==> config.mk <==
export PLATFORM = sky130hd
export DESIGN_NAME = net_bus_rx_arb
export DESIGN_NICKNAME = d
export VERILOG_FILES = /design/src/rtl/net_bus_rx_arb.sv
export SDC_FILE = /design/constraint.sdc
export NUM_CORES = 1
export LEC_CHECK = 0
export ABC_AREA = 0
export BUFFER_PORTS_ARGS = -buffer_cell sky130_fd_sc_hd__buf_4
export CAP_MARGIN = 30
export CELL_PAD_IN_SITES_DETAIL_PLACEMENT = 2
export CELL_PAD_IN_SITES_GLOBAL_PLACEMENT = 2
export CORE_MARGIN = 4
export CORE_UTILIZATION = 21
export DETAILED_ROUTE_END_ITERATION = 10
export HOLD_SLACK_MARGIN = 0.03
export PLACE_DENSITY = 0.89
export SYNTH_ARGS = -nofsm -noshare
export SYNTH_HDL_FRONTEND = slang
export SYNTH_SLANG_ARGS = --single-unit
export TNS_END_PERCENT = 50
==> constraint.sdc <==
create_clock -name RCLK -period 2 [get_ports RCLK]
set_input_delay 0.4 -clock RCLK [delete_from_list [all_inputs] [get_ports RCLK]]
set_output_delay 0.4 -clock RCLK [all_outputs]
set_load 0.005 [all_outputs]
==> src/rtl/net_bus_rx_arb.sv <==
// net_bus_rx_arb: N-port receive-side frame arbiter.
// Collects beats from one granted input port at a time and forwards them
// through a single registered output stage until the end-of-frame beat.
// The grant is held for the whole frame.
//
// Ports:
//   RCLK      in   1         sole clock, rising edge
//   RESET     in   1         synchronous active-high reset
//   IDATA     in   N*W       flattened input beats, port i at [i*W +: W]
//   IVALID    in   N         per-port beat valid
//   IFRAME    in   N         per-port "complete frame buffered" flag
//   IREADY    out  N         per-port ready, at most one bit high
//   ODATA     out  W         registered output beat (bit 0 = EOF)
//   OVALID    out  1         output beat valid
//   OREADY    in   1         downstream ready
//   GRANT_ID  out  IW        currently / most recently granted port
//   BUSY      out  1         high while a frame is being forwarded
module net_bus_rx_arb #(
    parameter int DATA_WIDTH = 4,
    parameter int NUM_PORTS = 4,
    parameter int ARB_MODE = 1,
    parameter logic [NUM_PORTS-1:0] RT_MASK = {NUM_PORTS{1'b0}},
    localparam int W = DATA_WIDTH * 9 + 14,
    localparam int IW = $clog2(NUM_PORTS)
) (
    input  logic                   RCLK,
    input  logic                   RESET,
    input  logic [NUM_PORTS*W-1:0] IDATA,
    input  logic [NUM_PORTS-1:0]   IVALID,
    input  logic [NUM_PORTS-1:0]   IFRAME,
    output logic [NUM_PORTS-1:0]   IREADY,
    output logic [W-1:0]           ODATA,
    output logic                   OVALID,
    input  logic                   OREADY,
    output logic [IW-1:0]          GRANT_ID,
    output logic                   BUSY
);

    typedef enum logic [0:0] {
        ST_IDLE = 1'b0,
        ST_BUSY = 1'b1
    } state_t;

    state_t                 state_q, state_d;
    logic [IW-1:0]          grant_q, grant_d;
    logic [IW-1:0]          rr_last_q, rr_last_d;
    logic [W-1:0]           odata_q, odata_d;
    logic                   ovalid_q, ovalid_d;

    logic [NUM_PORTS-1:0]   elig_s;
    logic [NUM_PORTS-1:0]   iready_s;
    logic [IW-1:0]          winner_s;
    logic [IW:0]            rr_idx_s;
    logic [W-1:0]           sel_beat_s;
    logic                   any_elig_s;
    logic                   accept_s;

    // Real-time ports compete on a single valid beat, others only once a whole frame is buffered.
    assign elig_s     = (RT_MASK & IVALID) | (~RT_MASK & IFRAME);
    assign any_elig_s = |elig_s;
    assign sel_beat_s = IDATA[int'(grant_q) * W +: W];

    // Winner selection: the loops run from lowest to highest priority so the last hit sticks.
    always_comb begin
        winner_s = {IW{1'b0}};
        rr_idx_s = {(IW + 1){1'b0}};
        if (ARB_MODE == 0) begin
            for (int i = NUM_PORTS - 1; i >= 0; i--) begin
                winner_s = elig_s[i] ? IW'(i) : winner_s;
            end
        end else begin
            // Offset k = NUM_PORTS lands back on the last granted port: lowest priority.
            for (int k = NUM_PORTS; k >= 1; k--) begin
                rr_idx_s = {1'b0, rr_last_q} + (IW + 1)'(k);
                rr_idx_s = (rr_idx_s >= (IW + 1)'(NUM_PORTS)) ?
                           rr_idx_s - (IW + 1)'(NUM_PORTS) : rr_idx_s;
                winner_s = elig_s[rr_idx_s[IW-1:0]] ? rr_idx_s[IW-1:0] : winner_s;
            end
        end
    end

    // Ready only toward the granted port, only when the output slot frees, never in reset.
    always_comb begin
        iready_s = {NUM_PORTS{1'b0}};
        if ((state_q == ST_BUSY) && !RESET) begin
            iready_s[grant_q] = ~ovalid_q | OREADY;
        end else begin
            iready_s = {NUM_PORTS{1'b0}};
        end
    end

    assign accept_s = IVALID[grant_q] & iready_s[grant_q];

    // Next-state, grant latch and output register update.
    always_comb begin
        state_d   = state_q;
        grant_d   = grant_q;
        rr_last_d = rr_last_q;
        odata_d   = odata_q;
        ovalid_d  = ovalid_q;

        case (state_q)
            ST_IDLE: begin
                if (any_elig_s) begin
                    state_d   = ST_BUSY;
                    grant_d   = winner_s;
                    rr_last_d = winner_s;
                end else begin
                    state_d = ST_IDLE;
                end
            end
            ST_BUSY: begin
                if (accept_s && sel_beat_s[0]) begin
                    state_d = ST_IDLE;
                end else begin
                    state_d = ST_BUSY;
                end
            end
            default: begin
                state_d = ST_IDLE;
            end
        endcase

        // A load wins over a drain; a drain alone empties the slot but keeps the data.
        if (accept_s) begin
            odata_d  = sel_beat_s;
            ovalid_d = 1'b1;
        end else if (OREADY) begin
            ovalid_d = 1'b0;
        end else begin
            ovalid_d = ovalid_q;
        end
    end

    // State and datapath registers; reset leaves port 0 as the next round-robin favourite.
    always_ff @(posedge RCLK) begin
        if (RESET) begin
            state_q   <= ST_IDLE;
            grant_q   <= {IW{1'b0}};
            rr_last_q <= IW'(NUM_PORTS - 1);
            odata_q   <= {W{1'b0}};
            ovalid_q  <= 1'b0;
        end else begin
            state_q   <= state_d;
            grant_q   <= grant_d;
            rr_last_q <= rr_last_d;
            odata_q   <= odata_d;
            ovalid_q  <= ovalid_d;
        end
    end

    assign IREADY   = iready_s;
    assign ODATA    = odata_q;
    assign OVALID   = ovalid_q;
    assign GRANT_ID = grant_q;
    assign BUSY     = (state_q == ST_BUSY);

endmodule

==> impl_metrics.ini <==
[yosys]
proportion_of_synthesized_chip_area_in_sequential_cells_pct = 33.70
synth_enable_flop_cells = 0
yosys_register_bits = 56
syn-num-nets = 548
synth.cell_area_sq_um = 3327
count_of_mapped_cells_out_of_synthesis = 337
post_synth.cell_area_avg_sq_um = 9.872
yosysWarnings = 0
synthDistinctLibCells = 29
ffs_w_async_s_r_synth_pct = 0
synth_ff_type = dfxtp_1

[clocking]
cts_made_buffers = 5
cts-root-buf = clkbuf_16
htreeDepth = 2
path_clk_slew_ns = 0.07
cts.sinks = 56
clk_buf_depth = 2
clock_latency_on_the_worst_skew_pair_ns = 0.29
post_cts_buffers = 0
post_cts_hold_buffer_count = 0
tritoncts_clock_tree = yes
cts_repair_resize_count = 0

[placement]
placed_cell_area_sq_um = 5574
buffers_on_ports = 268
rd_place_congestion = 0.8103
place_worst_setup_slack_ns = 0.2016
place.detailed.hpwl_um = 12820

[die]
initial_core_util_pct = 21.64
die_x_um = 133.9
num_io_pins = 269
coreArea_sq_um = 15370
floorplan.die_area_sq_um = 17920
placement_rows = 45
die_height_um = 133.9

[sta]
maxClockFrequency_mhz = 536.7
finalWorstSetupSlack_ns = 0.1367
slew_viol_final = 0
fin_crit_period_ns = 1.863
timing.final.crit_share_pct = 93.16
setup_total_negative_slack_ns = 0
report.final.setup_viol = 0
tightest_slew_ns = 0.6076
final-hold-violation-count = 0
clock_skew_ns = 0.003500
timing.slew.headroom_pct = 59.50

[critical_path]
critical_path_arrival_ns = 1.46
path_class = reg -> out
type_of_destination_of_the_critical_path = primary output
critPathMaxFanout = 34
startpoint_type_of_the_worst_setup_path = register
worst_ep_required_time_ns = 1.60
critical-path-slowest-cell = dfxtp_4
crit_chain = buf_12, inv_1, nor3_1, buf_4
critPathMaxStageDelay_ns = 0.38

[route]
drt_wl_total_um = 15230
wire_per_inst_um = 19.01
antenna_left = 0
vias = 3718
1st_pass_router_iterations = 4
viasPerCell = 4.642
initialDrtViolationCount = 108
route.detailed.drc = 0

[grt]
grt_antenna_before_repair = 0
grt_max_degree = 56
grt_pass1_vias = 4441
grt_pass1_wl_um = 23510
all_layer_global_routing_usage_pct = 16.42
grt_overflow = 0

[final_layout]
mostFrequentLayoutCells = buf_4 (273), nand2_1 (103), dfxtp_1 (54), a21oi_1 (54), mux4_2 (50)
num-nets-final = 800
finalCoreUtilization_pct = 37.28
fin_area_sq_um = 5731
antenna-diode-count = 0
commonest_non_fill_non_tap_cell_in_the_layout = buf_4
syn2layout_area_growth_pct = 72.25
drive_gt1_share_pct = 57.80

[power_and_ir_drop]
sequentialPowerShare_pct = 35.6
power_per_cell_area_nw_per_um2 = 640.1
irDropWorstVdd_mv = 0.2816
switching_share_pct = 29.49
power.switching_w = 0.001082
leakage_nw = 2.449
comb_power_share_pct = 40.2
power.total_w = 0.003668
power_report.internal_total_w = 0.002586
power.clock.fraction_pct = 24.2

[outcome]
status = complete, no violations

[hold_path]
holdCritPathClass = in -> reg

[run]
drv_cap = 0
[metrics by stage]
| stage | hold slack (ns) | instances |
|---|---|---|
| after floorplan | 0.4527 | 337 |
| after global placement | 0.4433 | 793 |
| after detailed placement | 0.4500 | 793 |
| after CTS | 0.4347 | 801 |
| after global routing | 0.4125 | 801 |
| final | 0.4125 | 801 |
[final timing paths]
path | from | endpoint | slack (ns) | depth (start not counted)
setup / recovery | GRANT_ID[0] | IREADY[3] | 0.14 | 4
hold / removal | RESET | BUSY | 0.41 | 4
setup reg to reg | GRANT_ID[0] | ODATA[8] | 0.29 | 5
hold reg to reg | ODATA[31] | ODATA[31] | 0.46 | 2
[Yosys cell counts (2+ instances only)]
cell      count  area [sq um]
and3_1        3         18.77
nand2_1     103         386.6
inv_1         7         26.28
buf_2        12         60.06
buf_6         3         33.78
dfxtp_1      56          1121
mux4_2       50          1126
o21ai_0       3         15.01
o41ai_1       2         17.52
a211oi_1      2         15.01
nor3_1        4         20.02
a21oi_1      54         270.3
o22ai_1       3         18.77
clkbuf_1     16         60.06
nand2b_1      5         31.28
[per-layer routing]
layer	routed length, um	GRT usage (%)
met2	8763	32.68
met4	353	4.971
met5	0	0
met3	933	3.638
met1	5174	16.91
[critical path, delay by kind of cell, from the launching register on]
kind                   cells  cell delay [ns]
buffers and inverters      3             0.54
DFF                        1             0.38
and+or+nand+nor            1             0.25
[registers in the layout (all words and copies together), names as in the netlist]
register	count
BUSY	1
GRANT_ID	2
ODATA	50
OVALID	1
rr_last_q	2
[kinds of logic after synthesis]
kind of cell           count (synthesis)  synth area share (%)
buffers and inverters                 39                 5.529
multiplexers                          50                 33.85
flip-flops                            56                 33.70
AO/OA/AOI/OAI                         73                 12.37
AND/OR/NAND/NOR                      119                 14.55
[layout make-up]
cell class / instances / area [sq um]
sequential: 56 / 1126
tap: 211 / 264.0
fill: 1710 / 9641
clock buffer: 6 / 138.9
multi-input combinational: 242 / 2036
clock inverter: 2 / 10.01
inverter: 7 / 26.28
timing repair buffer: 277 / 2130
[power by group through the flow]
stage	registers (W)	logic, W	clock network [W]
after global routing	0.00132	0.00161	0.000987
after global placement	0.00132	0.00143	0
final	0.00130	0.00148	0.000888
after floorplan	0.00130	0.000817	0
after detailed placement	0.00133	0.00149	0
after CTS	0.00131	0.00150	0.000929
(Power assumes the default switching activity.)
